`config.mk`:
```
export PLATFORM = sky130hd
export DESIGN_NAME = riscv_run_ctrl
export DESIGN_NICKNAME = d
export VERILOG_FILES = /design/src/rtl/riscv_run_ctrl.sv
export SDC_FILE = /design/constraint.sdc
export NUM_CORES = 1
export LEC_CHECK = 0
export BUFFER_PORTS_ARGS = -buffer_cell sky130_fd_sc_hd__buf_2
export CAP_MARGIN = 20
export CORE_MARGIN = 4
export CORE_UTILIZATION = 38
export CTS_BUF_LIST = sky130_fd_sc_hd__clkbuf_8
export CTS_CLUSTER_SIZE = 12
export DETAILED_ROUTE_END_ITERATION = 6
export GPL_TIMING_DRIVEN = 0
export PLACE_DENSITY = 0.86
export SYNTH_ARGS = -nofsm -noshare
export SYNTH_HDL_FRONTEND = slang
export SYNTH_SLANG_ARGS = --single-unit
```
`constraint.sdc`:
```
create_clock -name rclk -period 1.9 [get_ports rclk]
set_clock_uncertainty 0.1 [all_clocks]
set_input_delay 0.475 -clock rclk [delete_from_list [all_inputs] [get_ports rclk]]
set_output_delay 0.475 -clock rclk [all_outputs]
set_load 0.02 [all_outputs]
```
`src/rtl/riscv_run_ctrl.sv`:
```
`default_nettype none
// ============================================================================
//  Module      : riscv_run_ctrl
//  Description : Execution controller for the single-cycle RISC-V core.
//                Produces the core clock enable so the board can single-step
//                from a debounced push button, free-run from a switch, or
//                stop at a PC breakpoint. Also counts executed instructions.
//
//  Parameters  : DEBOUNCE_CYCLES - consecutive differing cycles before the
//                                  debounced button flips (>= 2)
//                CNT_W           - instruction counter width
//
//  Ports       : rclk        in   core clock
//                rst         in   asynchronous active-high reset
//                step_btn    in   raw push button (asynchronous)
//                run_sw      in   raw run switch (asynchronous, level)
//                pc          in   current core PC
//                bp_addr     in   breakpoint address
//                bp_valid    in   breakpoint armed
//                cpu_en      out  core clock enable (one commit per high cycle)
//                halted      out  high in HALT or BREAK
//                bp_hit      out  sticky: core stopped at the breakpoint
//                state       out  HALT=00 STEP=01 RUN=10 BREAK=11
//                instr_count out  number of cycles with cpu_en high (wraps)
//
//  Build macro : RUN_CTRL_BP_EN - when defined, the breakpoint comparator is
//                present; otherwise pc/bp_addr/bp_valid are ignored and the
//                BREAK state is unreachable.
//
//  Revision    : 1.0 - initial release
// ============================================================================
module riscv_run_ctrl #(
    parameter int DEBOUNCE_CYCLES = 16,
    parameter int CNT_W           = 16
) (
    input  logic             rclk,
    input  logic             rst,
    input  logic             step_btn,
    input  logic             run_sw,
    input  logic [31:0]      pc,
    input  logic [31:0]      bp_addr,
    input  logic             bp_valid,
    output logic             cpu_en,
    output logic             halted,
    output logic             bp_hit,
    output logic [1:0]       state,
    output logic [CNT_W-1:0] instr_count
);

    localparam int                c_DB_W    = $clog2(DEBOUNCE_CYCLES);
    localparam logic [c_DB_W-1:0] c_DB_LAST = c_DB_W'(DEBOUNCE_CYCLES - 1);

    typedef enum logic [1:0] {
        ST_HALT  = 2'b00,
        ST_STEP  = 2'b01,
        ST_RUN   = 2'b10,
        ST_BREAK = 2'b11
    } state_t;

    logic              r_step_meta, r_step_s;
    logic              r_run_meta,  r_run_s;
    logic [c_DB_W-1:0] r_db_cnt;
    logic              r_step_db, r_step_db_d;
    logic              r_step_req;
    state_t            r_state, w_state_next;
    logic              r_bp_hit, w_bp_hit_next;
    logic [CNT_W-1:0]  r_instr_count;
    logic              w_bp_match;

    // ------------------------------------------------------------------------
    // Breakpoint comparator
    // ------------------------------------------------------------------------
`ifdef RUN_CTRL_BP_EN
    assign w_bp_match = bp_valid & (pc == bp_addr);
`else
    logic w_unused_bp;
    assign w_unused_bp = ^{pc, bp_addr, bp_valid};
    assign w_bp_match  = 1'b0;
`endif

    // ------------------------------------------------------------------------
    // Synchronizers, debounce and step pulse
    // ------------------------------------------------------------------------
    always_ff @(posedge rclk or posedge rst) begin
        if (rst) begin
            r_step_meta <= 1'b0;
            r_step_s    <= 1'b0;
            r_run_meta  <= 1'b0;
            r_run_s     <= 1'b0;
            r_db_cnt    <= '0;
            r_step_db   <= 1'b0;
            r_step_db_d <= 1'b0;
            r_step_req  <= 1'b0;
        end else begin
            r_step_meta <= step_btn;
            r_step_s    <= r_step_meta;
            r_run_meta  <= run_sw;
            r_run_s     <= r_run_meta;

            if (r_step_s == r_step_db) begin
                r_db_cnt <= '0;
            end else if (r_db_cnt == c_DB_LAST) begin
                // This edge is the last of the required run of differing samples
                r_step_db <= ~r_step_db;
                r_db_cnt  <= '0;
            end else begin
                r_db_cnt <= r_db_cnt + c_DB_W'(1);
            end

            // Rising edge of the debounced button only; release is ignored
            r_step_db_d <= r_step_db;
            r_step_req  <= r_step_db & ~r_step_db_d;
        end
    end

    // ------------------------------------------------------------------------
    // Run-control FSM: state register
    // ------------------------------------------------------------------------
    always_ff @(posedge rclk or posedge rst) begin
        if (rst) begin
            r_state       <= ST_HALT;
            r_bp_hit      <= 1'b0;
            r_instr_count <= '0;
        end else begin
            r_state  <= w_state_next;
            r_bp_hit <= w_bp_hit_next;
            if (cpu_en) begin
                r_instr_count <= r_instr_count + 1'b1;
            end
        end
    end

    // ------------------------------------------------------------------------
    // Run-control FSM: next state and outputs
    // ------------------------------------------------------------------------
    always_comb begin
        w_state_next  = r_state;
        w_bp_hit_next = r_bp_hit;
        case (r_state)
            ST_HALT: begin
                // The run switch wins over a coincident step request
                if (r_run_s) begin
                    w_state_next  = ST_RUN;
                    w_bp_hit_next = 1'b0;
                end else if (r_step_req) begin
                    w_state_next  = ST_STEP;
                    w_bp_hit_next = 1'b0;
                end
            end
            ST_STEP: begin
                w_state_next = ST_HALT;
            end
            ST_RUN: begin
                if (!r_run_s) begin
                    w_state_next = ST_HALT;
                end else if (w_bp_match) begin
                    w_state_next  = ST_BREAK;
                    w_bp_hit_next = 1'b1;
                end
            end
            ST_BREAK: begin
                // Switching off wins over a coincident step request
                if (!r_run_s) begin
                    w_state_next = ST_HALT;
                end else if (r_step_req) begin
                    w_state_next  = ST_STEP;
                    w_bp_hit_next = 1'b0;
                end
            end
            default: begin
                w_state_next = ST_HALT;
            end
        endcase
    end

    // The breakpoint instruction is blocked in the very cycle the PC reaches it,
    // so it is not committed on the way into BREAK.
    always_comb begin
        cpu_en = 1'b0;
        halted = 1'b0;
        cpu_en = (r_state == ST_STEP) | ((r_state == ST_RUN) & ~w_bp_match);
        halted = (r_state == ST_HALT) | (r_state == ST_BREAK);
    end

    assign bp_hit      = r_bp_hit;
    assign state       = r_state;
    assign instr_count = r_instr_count;

endmodule
`default_nettype wire

```
### Word level (Yosys, flattened, before mapping)

Index checks and enable logic that the tools add are counted.

| word-level totals | value |
|---|---|
| bits in registers | 30 |
| output and inout port bits | 21 |
| logic and storage cells | 41 |
| input port bits | 69 |

| cells by class | value |
|---|---|
| reductions and logical operators | 4 |
| bitwise operators | 6 |
| muxes and demuxes | 11 |
| eq/ne operators | 7 |
| $add $sub $neg | 2 |

Operator list:

| operator | count |
|---|---|
| $add A16 B1 Y16 const B | 1 |
| $mux W2 | 4 |
| $mux W4 | 2 |
| $pmux W2 S4 | 1 |
| $add A4 B1 Y4 const B | 1 |
| $eq A2 B2 Y1 const B | 2 |
| $eq A4 B4 Y1 const B | 1 |
| $ne A2 B2 Y1 const B | 2 |
| $reduce_and A2 Y1 | 2 |
| $mux W1 | 3 |
| $not A1 Y1 | 3 |
| $eq A2 B1 Y1 const B | 1 |
| $logic_not A2 Y1 | 1 |
| $or A1 B1 Y1 | 2 |
| $pmux W1 S2 | 1 |
| $reduce_bool A2 Y1 | 1 |
| $and A1 B1 Y1 | 1 |
| $eq A1 B1 Y1 | 1 |

### Logic depth before layout (Yosys ltp)

| depth | value |
|---|---|
| word-level depth | 3 |
| gate-level depth with buffers | 8 |
| depth with buffers taken out | 6 |

### Least setup slack after synthesis

OpenSTA, ideal clock, no wires.

| timing | value |
|---|---|
| path type | register -> register |
| start | reg r_state[0] (netlist: state[0]) |
| end | reg r_instr_count[15] (netlist: instr_count[15]) |
| buffers on the path | 2 |
| slack | -0.187 ns |
| required time | 1.671 ns |
| clock period less this slack | 2.087 ns |
| arrival time | 1.858 ns |
| setup time | 0.129 ns |
| stages on the path, launching flop included | 9 |
| path through | dfrtp_1 > inv_1 > ha_1 > buf_6 > and4_4 > and3_1 > buf_6 > nand4_4 > xnor2_2 |

| between the ends | value |
|---|---|
| cells in the longest elaborated chain, start to end | 2 |
| elaborated cells on any way between the ends | 3 |
| those cells by class | eq/ne (2); bitwise (1) |

RTL lines:

| what | RTL line | source |
|---|---|---|
| from (decl) | 65 | `state_t r_state, w_state_next;` |
| from (signal assigned) | 125 | `r_state <= w_state_next;` |
| $eq A2 B1 Y1 or $eq A2 B2 Y1 (tied branches) | 181 | `cpu_en = (r_state == ST_STEP) \| ((r_state == ST_RUN) & ~w_bp_match);` |
| $or A1 B1 Y1 (*) | 181 |  |
| via cpu_en | 43 | `output logic cpu_en,` |
| to (signal assigned) | 128 | `r_instr_count <= r_instr_count + 1'b1;` |
| to (decl) | 67 | `logic [CNT_W-1:0] r_instr_count;` |

The timed path passes the listed nets; every way through them passes the cells marked *.
A chain may end at the register's enable or synchronous reset.

### Worst setup path in the final report

| timing | value |
|---|---|
| start | reg r_state[0] (netlist: state[0]) |
| end | out halted |

| between the ends | value |
|---|---|
| cells in the longest elaborated chain, start to end | 2 |
| elaborated cells on any way between the ends | 3 |
| those cells by class | eq/ne (1); bitwise (1); reduce/logical (1) |

RTL lines:

| what | RTL line | source |
|---|---|---|
| $eq A2 B2 Y1 or $logic_not A2 Y1 (tied branches) | 182 | `halted = (r_state == ST_HALT) \| (r_state == ST_BREAK);` |
| $or A1 B1 Y1 (*) | 182 |  |
| to (decl) | 44 | `output logic halted,` |

Mark *: on every way between the ends. The rest lies on a longest branch, timed or not.

==> results.sh <==
export IMPL_tritoncts="done"
export IMPL_slowest_delay_ns=0.39
export IMPL_placedInstanceArea_mm2=0.00149
export IMPL_crit_path_start="state[0]$_DFFE_PP0P_"
export IMPL_yosys_warnings=0
export IMPL_fin_util_pct=50.9
export IMPL_gr_total_overflow=0
export IMPL_combPwrFrac_pct=30.1
export IMPL_clock_power_share_pct=25.4
export IMPL_relSlewSlack_pct=76.5
export IMPL_r2r_cells=7
export IMPL_cellPowerDensity_mw_per_mm2=1170
export IMPL_start_util_pct=41.3
export IMPL_ir_worst_vdd_mv=0.767
export IMPL_drv_slew=0
export IMPL_num_fill_cells=290
export IMPL_hold_buffers=0
export IMPL_critPathArrivalTime_ns=1.24
export IMPL_crit_end="halted"
export IMPL_drive_gt1_share_pct=35.3
export IMPL_rsz0062_at_grt="no"
export IMPL_rows=20
export IMPL_drc=0
export IMPL_r2r_slack_ns=0.15
export IMPL_rr_endpoint="instr_count[15]$_DFFE_PP0P_"
export IMPL_hpwl_um=1700
export IMPL_status="finished, final reports clean"
export IMPL_whs_ns=0.0138
export IMPL_clockRootBuffer="clkbuf_8"
export IMPL_p_leak_nw=0.800
export IMPL_internal_power_mw=1.22
export IMPL_ys_seq_area_share_pct=57.7
export IMPL_critPathKind="flop to output pin"
export IMPL_maxCapViolCount=0
export IMPL_syn_area_mm2=0.00130
export IMPL_worstHoldPathType="primary input to asynchronous set/reset pin"
export IMPL_n_antenna_cell=0
export IMPL_wire_per_inst_um=13.1
export IMPL_gp_congestion=0.756
export IMPL_p_seq_share_pct=44.5
export IMPL_worst_pin_slew_ns=0.350
export IMPL_die_area_mm2=0.00442
export IMPL_r2r_start="state[0]$_DFFE_PP0P_"
export IMPL_clock_latency_ns=0.28
export IMPL_netlist_instances=103
export IMPL_required_ns=1.32
export IMPL_timing_final_crit_period_ns=1.81
export IMPL_path_cells="inv_2 > ha_4 > inv_1 > buf_4"
export IMPL_worst_path_max_fanout=8
export IMPL_antenna_found_initial=0
export IMPL_synth_distinct_cells=27
export IMPL_totalWireLength_um=2360
export IMPL_finalHoldViolations=0
export IMPL_die_y_um=66.5
export IMPL_fp_dieW_um=66.5
export IMPL_p_sw_share_pct=35.0
export IMPL_post_route_period_util_pct=95.3
export IMPL_vias_per_cell=4.94
export IMPL_grt_max_degree=31
export IMPL_avgSynthCellArea_um2=12.6
export IMPL_crit_slowest_cell="dfrtp_2"
export IMPL_ys_ff_latch=30
export IMPL_track_usage_pct=12.9
export IMPL_syn_num_nets=177
export IMPL_vias=890
export IMPL_startpoint_type="flop"
export IMPL_yosys_top_cells_area="dfrtp_1 58%, xnor2_1 9.4%, ha_1 4.8%"
export IMPL_drtPass1Iterations=3
export IMPL_stdcell_area_mm2=0.00160
export IMPL_clock_path_buffers=2
export IMPL_first_iter_violations=32
export IMPL_coreArea_mm2=0.00315
export IMPL_max_freq_mhz=552
export IMPL_area_growth_pct=23.3
export IMPL_clk_pin_slew_ns=0.06
export IMPL_grt_first_pass_wirelength_um=4170
export IMPL_detail_route_antenna_nets=0
export IMPL_cts_inserted_buffers=5
export IMPL_grt_pass1_vias=979
export IMPL_finalSetupViolCount=0
export IMPL_cts_num_sinks=30
export IMPL_cts_htree_levels=2
export IMPL_synth_top_area_cell="dfrtp_1"
export IMPL_yosys_area_top_type_share_pct=57.7
export IMPL_tns_ns=0
export IMPL_crit_path_end_kind="output pin"
export IMPL_final_nets=210
export IMPL_p_total_mw=1.87
export IMPL_p_sw_uw=654
export IMPL_pin_count=90
export IMPL_numPortBuffers=24
-- worst min-delay path by stage --
stage	startpoint	to	slack, ns	cells past startpoint
finish	rst	r_step_meta$_DFF_PP0_	0.01	2
CTS	step_btn	r_step_meta$_DFF_PP0_	0.19	1
global route	rst	instr_count[3]$_DFFE_PP0P_	0.02	2
detailed placement	r_step_meta$_DFF_PP0_	r_step_s$_DFF_PP0_	0.24	0
floorplan	r_run_meta$_DFF_PP0_	r_run_s$_DFF_PP0_	0.23	0
global placement	r_step_meta$_DFF_PP0_	r_step_s$_DFF_PP0_	0.23	0
-- synth_stat cells, drive strengths merged --
master,n
o311a,1
ha,5
mux2,2
xor2,2
o2bb2ai,1
nor2b,4
o22ai,1
nor3b,1
a21oi,3
nand4,4
dfrtp,30
o21ai,3
nand3,7
nand2,5
inv,6
and3,3
xnor2,15
nor2,3
and4,3
nand4b,1
nand2b,1
buf,2
-- kinds of logic (layout without fill, tap and decap cells) --
logic type / after synthesis / after routing / synth area share [%]
xor+xnor: 17 / 17 / 12.0
simple gates: 32 / 32 / 16.1
compound gates: 9 / 9 / 4.23
fa+ha+maj: 5 / 5 / 4.81
mux: 2 / 2 / 1.73
flops: 30 / 30 / 57.7
buf+inv: 8 / 41 / 3.46
-- power groups by stage --
stage / logic, mW / registers (mW) / clock network (mW)
5_1_grt: 0.621 / 0.852 / 0.524
2_1_floorplan: 0.300 / 0.924 / 0
4_1_cts: 0.581 / 0.834 / 0.492
3_5_place_dp: 0.543 / 0.851 / 0
3_3_place_gp: 0.515 / 0.837 / 0
6_report: 0.563 / 0.831 / 0.475
-- placed cells by master, fill, tap and decap left out, types with 2 or more instances in the layout --
master    synthesis  routed
a21oi_1           3       3
and3_1            2       2
and4_4            2       2
buf_2             0      23
buf_4             0       3
clkbuf_8          0       5
clkinv_2          0       2
dfrtp_1          30      28
dfrtp_2           0       2
ha_1              5       4
inv_1             6       4
inv_2             0       2
mux2_2            2       2
nand2_1           5       5
nand3_1           6       6
nand4_1           3       3
nor2_1            3       3
nor2b_1           4       4
o21ai_0           3       3
xnor2_1          14      14
xor2_1            2       2
-- layer usage --
| metal | global-route usage [%] | part of all wire (%) | up-vias |
|---|---|---|---|
| met2 | 21.4 | 48 | 29 |
| met1 | 13.7 | 43 | 439 |
| met3 | 3.88 | 5.8 | 8 |
| met4 | 9.39 | 3.3 | 0 |
| met5 | 0 | 0 | - |
| li1 | - | - | 414 |
-- critical path: cells and delay by family (launching register included) --
family	cells	cell delay [ns]
adders and majority gates	1	0.31
buffers and inverters	3	0.26
DFF	1	0.39
-- sequential cells by signal, indices dropped and copies added, names as in the netlist --
register / cells
r_run_meta: 1
state: 2
bp_hit: 1
r_step_db: 1
instr_count: 16
r_step_db_d: 1
r_db_cnt: 4
r_step_s: 1
r_run_s: 1
r_step_meta: 1
r_step_req: 1
-- timing repair --
action                     CTS  global route
setup buffers                1             1
setup endpoints to repair    1             3
gates resized for setup      1             0
-- stage by stage --
stage / setup slack [ns] / std cells
2_1_floorplan: 0.0195 / 103
3_3_place_gp: 0.102 / 171
3_5_place_dp: 0.0642 / 171
4_1_cts: 0.00606 / 179
5_1_grt: 0.0173 / 180
6_report: 0.0898 / 180
-- layout make-up --
type | instances | area (um2) | share of cell area (%)
sequential | 30 | 753 | 47.0
multi-input combinational | 65 | 518 | 32.3
timing repair buffer | 27 | 165 | 10.3
clock buffer | 5 | 68.8 | 4.29
tap | 44 | 55.1 | 3.43
inverter | 6 | 22.5 | 1.40
buffer | 1 | 11.3 | 0.702
clock inverter | 2 | 10.0 | 0.624
Power figures use the tool's default switching activity.
